<file path="src/rtl/rtl_stream_pkg.sv">
// Shared definitions for the SIMD adder stream: word width, transaction length,
// derived sum width and the reader FSM encoding.
package rtl_stream_pkg;

  localparam int STREAM_W       = 11;
  localparam int STREAM_N_WORDS = 4;

  function automatic int sum_width(input int w, input int n_words);
    return w + $clog2(n_words);
  endfunction

  localparam int STREAM_SW = sum_width(STREAM_W, STREAM_N_WORDS);

  typedef enum logic [1:0] {
    ST_IDLE = 2'd0,
    ST_READ = 2'd1,
    ST_DONE = 2'd2
  } stream_state_t;

endpackage

</file>
<file path="src/rtl/rtl_stream_accum.sv">
// Sum/peak datapath for one stream transaction; exposes the updated values so the
// caller can register a result that already includes the word being accepted.
module rtl_stream_accum #(
  parameter int W  = 11,
  parameter int SW = 13
) (
  input  logic          ap_clk,
  input  logic          ap_rst_n,
  input  logic          en,
  input  logic          clear,
  input  logic          accept,
  input  logic [W-1:0]  din,
  output logic [SW-1:0] sum_nxt,
  output logic [W-1:0]  max_nxt
);

  logic [SW-1:0] acc;
  logic [W-1:0]  max_q;

  assign sum_nxt = acc + {{(SW-W){1'b0}}, din};
  assign max_nxt = (din > max_q) ? din : max_q;

  always_ff @(posedge ap_clk or negedge ap_rst_n) begin
    if (!ap_rst_n) begin
      acc   <= '0;
      max_q <= '0;
    end else if (en) begin
      if (clear) begin
        acc   <= '0;
        max_q <= '0;
      end else if (accept) begin
        acc   <= sum_nxt;
        max_q <= max_nxt;
      end
    end
  end

endmodule

</file>
<file path="src/rtl/rtl_simple_algo_stream_reader.sv">
// Drains N_WORDS words from an ap_fifo stream under ap_ctrl_chain and returns
// their sum and maximum.
//
//   state   | meaning
//   --------+----------------------------------------------------
//   IDLE    | waiting for ap_start; ap_idle high
//   READ    | popping words while the FIFO is non-empty
//   DONE    | results valid on ap_return_*; waiting for ap_continue
module rtl_simple_algo_stream_reader
  import rtl_stream_pkg::*;
#(
  parameter int W       = STREAM_W,
  parameter int N_WORDS = STREAM_N_WORDS,
  parameter int SW      = W + $clog2(N_WORDS)
) (
  input  logic          ap_clk,
  input  logic          ap_rst_n,
  input  logic          ap_ce,
  input  logic          ap_start,
  input  logic          ap_continue,
  output logic          ap_done,
  output logic          ap_idle,
  output logic          ap_ready,
  input  logic [W-1:0]  z_dout,
  input  logic          z_empty_n,
  output logic          z_read,
  output logic [SW-1:0] ap_return_sum,
  output logic [W-1:0]  ap_return_max
);

  localparam int CW = $clog2(N_WORDS);
  localparam logic [CW-1:0] CNT_LAST = CW'(N_WORDS - 1);

  stream_state_t state;
  logic [CW-1:0] cnt;
  logic          last_word;
  logic          acc_clear;
  logic [SW-1:0] sum_nxt;
  logic [W-1:0]  max_nxt;

  assign z_read    = (state == ST_READ) && z_empty_n && ap_ce;
  assign last_word = z_read && (cnt == CNT_LAST);
  assign ap_ready  = last_word;
  assign ap_idle   = (state == ST_IDLE);
  assign ap_done   = (state == ST_DONE);

  // Both entries into READ start from a clean accumulator.
  assign acc_clear = ap_start && ((state == ST_IDLE) || ((state == ST_DONE) && ap_continue));

  rtl_stream_accum #(
    .W  (W),
    .SW (SW)
  ) u_accum (
    .ap_clk   (ap_clk),
    .ap_rst_n (ap_rst_n),
    .en       (ap_ce),
    .clear    (acc_clear),
    .accept   (z_read),
    .din      (z_dout),
    .sum_nxt  (sum_nxt),
    .max_nxt  (max_nxt)
  );

  always_ff @(posedge ap_clk or negedge ap_rst_n) begin
    if (!ap_rst_n) begin
      state         <= ST_IDLE;
      cnt           <= '0;
      ap_return_sum <= '0;
      ap_return_max <= '0;
    end else if (ap_ce) begin
      case (state)
        ST_IDLE: begin
          if (ap_start) begin
            state <= ST_READ;
            cnt   <= '0;
          end
        end
        ST_READ: begin
          if (z_read) begin
            if (cnt == CNT_LAST) begin
              cnt           <= '0;
              ap_return_sum <= sum_nxt;
              ap_return_max <= max_nxt;
              state         <= ST_DONE;
            end else begin
              cnt <= cnt + 1'b1;
            end
          end
        end
        ST_DONE: begin
          if (ap_continue) begin
            state <= ap_start ? ST_READ : ST_IDLE;
            cnt   <= '0;
          end
        end
        default: state <= ST_IDLE;
      endcase
    end
  end

endmodule

</file>
<file path="config.mk">
export PLATFORM = sky130hd
export DESIGN_NAME = rtl_simple_algo_stream_reader
export DESIGN_NICKNAME = d
export VERILOG_FILES = /design/src/rtl/rtl_stream_pkg.sv /design/src/rtl/rtl_stream_accum.sv /design/src/rtl/rtl_simple_algo_stream_reader.sv
export SDC_FILE = /design/constraint.sdc
export NUM_CORES = 1
export LEC_CHECK = 0
export ABC_CLOCK_PERIOD_IN_PS = 3150
export BUFFER_PORTS_ARGS = -buffer_cell sky130_fd_sc_hd__buf_2
export CAP_MARGIN = 20
export CELL_PAD_IN_SITES_DETAIL_PLACEMENT = 1
export CELL_PAD_IN_SITES_GLOBAL_PLACEMENT = 1
export CORE_UTILIZATION = 35
export DETAILED_ROUTE_END_ITERATION = 16
export MAX_ROUTING_LAYER = met4
export PLACE_DENSITY = 0.71
export REMOVE_ABC_BUFFERS = 1
export SETUP_SLACK_MARGIN = 0.5
export SKIP_LAST_GASP = 1
export SYNTH_ARGS = -nofsm -noshare
export SYNTH_HDL_FRONTEND = slang
export SYNTH_SLANG_ARGS = --single-unit
</file>
<file path="constraint.sdc">
create_clock -name ap_clk -period 3.15 [get_ports ap_clk]
set_input_delay 0.7875 -clock ap_clk [delete_from_list [all_inputs] [get_ports ap_clk]]
set_output_delay 0.7875 -clock ap_clk [all_outputs]
set_load 0.02 [all_outputs]
</file>
==> run summary <==
LEAKAGE -> 0.001737 uW
Routed WL -> 8618 um
Largest family of logic cells by synthesized area -> compound AO/OA/AOI/OAI gates
Final min period -> 2.567 ns
Hold buffers post-CTS -> 0
Post-Synth Adder-Cell Area -> 9.840%
Hold WC Path Type -> reg -> reg
Final setup viols -> 0
DRT iter0 DRCs -> 91
Post-DP HPWL -> 6105 um
Synth top cells by count -> nand2_1, dfrtp_1, o21ai_0
Clock-pin transition on the worst setup and hold timing paths -> 0.10 ns
CP endpoint kind -> register
Vias in the first global route -> 2794
Fmax -> 389.6 MHz
Synth Area in Compound Gates -> 24.12%
Root buffer cell -> clkbuf_8
Max-slew headroom -> 54.31%
Diode count -> 0
Total gr overflow -> 0
Final design utilization -> 41.88%
Fill cells -> 1037
EDFF count, synth -> 0
Sw frac -> 44.86%
Yosys top cell area share -> 41.60%
First-pass GRT wire length -> 14200 um
Tot GR Track Use -> 20.68%
Clock latency on the worst-skew pair -> 0.31 ns
Area Overhead vs Synth -> 16.20%
Ys async rst share -> 100.0%
Initial antenna violation count -> 0
Internal power -> 1846 uW
Clock share of power -> 12.3%
Worst setup path startpoint -> z_dout[0]
H-tree depth -> 2
Max_cap viols -> 0
Post-Syn Area -> 3128 sq um
Register bit total from synthesis -> 52
Io pins -> 45
Seq pwr share -> 33.7%
Share of cells above drive strength 1 -> 20.46%
Via count -> 2773
XOR/XNOR Fraction of Synth Area -> 2.520%
Design Power -> 3347 uW
Clk buf depth -> 2
Clk_skew -> 0.007379 ns
Syn Area/Cell -> 9.173 sq um
Pin count of the biggest net entering global routing -> 53
First-pass detailed-route iteration total -> 4
Final nets -> 431
R2R setup slack -> 0.81 ns
VDD IR max -> 0.2958 mV
Final worst slack -> 0.5830 ns
DRC -> 0
Slew Limit Fails -> 0
DIE AREA -> 9319 sq um
CTS Buf Count -> 5
TNS Setup -> 0 ns
Reg-to-reg startpoint -> u_accum.acc[0]
RSZ-0062 raised after global routing -> true
Main synth FF type -> dfrtp_1
Run status -> finished clean
WP data required -> 3.35 ns
R2R depth -> 8
Final instance area -> 3635 sq um
Worst slew pin tran -> 0.6854 ns
Comb power frac -> 54.0%
Nature of the critical path startpoint -> input pin
IO buf count -> 44
Total clock sinks -> 52
Post-DP Area -> 3483 sq um
DRT antenna net count -> 0
Synth top area cells -> dfrtp_1, ha_1, nand2_1, o211ai_1, o21ai_0
DP Worst Slack -> 0.1396 ns
Starting Density -> 36.04%
Critical path class -> in -> reg
Most frequent cell after synthesis -> nand2_1
Mux contribution to synthesized area -> 1.040%
Hold Path End -> ap_return_sum[1]
CP max FO -> 4
Post-Synth Simple-Gate Area -> 16.24%
Post-synthesis sequential area ratio -> 41.60%
Hold_sp -> ap_return_sum[1]
Yosys top cell by area -> dfrtp_1
Synth warnings -> 0
TritonCTS clock tree -> built
Routed vias/inst -> 5.557
Worst r2r dst -> u_accum.acc[8]
Netlist cell types -> 49
Routability cong. -> 0.7935
Final hold violations -> 0
Min-Delay Path Depth -> 2
NetSw -> 1501 uW
Post-synthesis cell count -> 341
Die span in x -> 96.54 um
P per Cell Area -> 920.9 nW/um^2
WL/cell -> 17.27 um
# rows -> 34
Core Area -> 8678 sq um
Final period util -> 81.49%
Die H -> 96.54 um
Worst Path Arrival -> 2.76 ns
[power by group through the flow]
stage / Clock, uW / Combinational [uW] / Sequential [uW]
floorplan: 0 / 1070 / 1270
global placement: 0 / 1720 / 1130
detailed placement: 0 / 1780 / 1140
CTS: 425 / 1800 / 1130
global route: 445 / 2040 / 1180
finish: 412 / 1810 / 1130
[cell type report]
class,instances,area [sq um],area share (%)
multi-input combinational,253,1690,46.51
sequential,52,1301,35.80
timing repair buffer,60,340.3,9.363
tap,108,135.1,3.718
clock buffer,6,82.58,2.272
inverter,18,75.07,2.065
clock inverter,2,10.01,0.2754
[kinds of logic after synthesis]
group	count (synthesis)
AOI/OAI and AO/OA	111
buffers and inverters	36
muxes	3
xor gates and xnor gates	9
adders and majority gates	24
DFF	52
and+or+nand+nor	106
[worst max-delay path, cell delays in order]
cell      delay (ns)
buf_2           0.13
ha_1            0.23
fa_2            0.38
a211oi_1        0.23
o21bai_1        0.14
a21o_1          0.22
a21oi_2         0.21
nor4b_1         0.08
or3_1           0.37
[state kept, by name (all words and copies together), names as in the netlist]
name / cells
state: 2
ap_return_max: 11
u_accum.acc: 13
cnt: 2
u_accum.max_q: 11
ap_return_sum: 13
[worst max path at each step]
| stage | to | slack (ns) |
|---|---|---|
| 2_1_floorplan | u_accum.max_q[1] | 0.23 |
| 3_3_place_gp | u_accum.acc[8] | 0.21 |
| 3_5_place_dp | u_accum.acc[8] | 0.14 |
| 4_1_cts | u_accum.acc[8] | 0.55 |
| 5_1_grt | u_accum.acc[8] | 0.46 |
| 6_report | u_accum.acc[8] | 0.58 |
[metal layers]
metal	part of all wire [%]	GRT usage (%)	up-vias
li1	-	-	1334
met1	48	26.48	1371
met2	48	34.10	57
met3	3.6	3.365	11
met4	0.99	5.147	0
met5	0	-	-
[timing repair]
item | CTS | global route
hold endpoints to repair | 0 | 0
endpoints found under the setup margin | 2 | 16
setup buffers | 3 | 3
gates cloned | 0 | 0
gates resized for setup | 3 | 2
pin swaps | 0 | 1
[cell usage in the layout (no fill, tap or decap), types with 2 or more instances in the layout]
cell type  synthesis  final
a21o_1             5      5
a21oi_1           12     11
a22o_1             9      9
a31o_2             2      2
a31oi_1           12     12
and2_1             2      2
and3_1             2      2
buf_2              0     44
buf_4              0     16
clkbuf_8           0      6
clkinv_2           0      2
dfrtp_1           52     52
ha_1              23     23
inv_1             16     16
mux2_2             2      2
nand2_1           53     53
nand2b_1           4      4
nand3_1            4      4
nand4_1            5      5
nand4b_1           2      2
nor2_1            20     19
nor2b_1            2      2
o211ai_1          20     20
o21a_1             3      3
o21ai_0           27     27
o21bai_1           3      3
o311ai_0           9      9
or3_1              3      3
or4b_1             2      2
xnor2_1            7      7
xor2_1             2      2
[through the flow]
stage | instances | hold WS, ns
after floorplan | 323 | 0.4538
after global placement | 485 | 0.4536
after detailed placement | 485 | 0.4586
after CTS | 496 | 0.4841
after global routing | 499 | 0.5061
final | 499 | 0.4782
No activity file was read; power rests on OpenSTA's default activity.
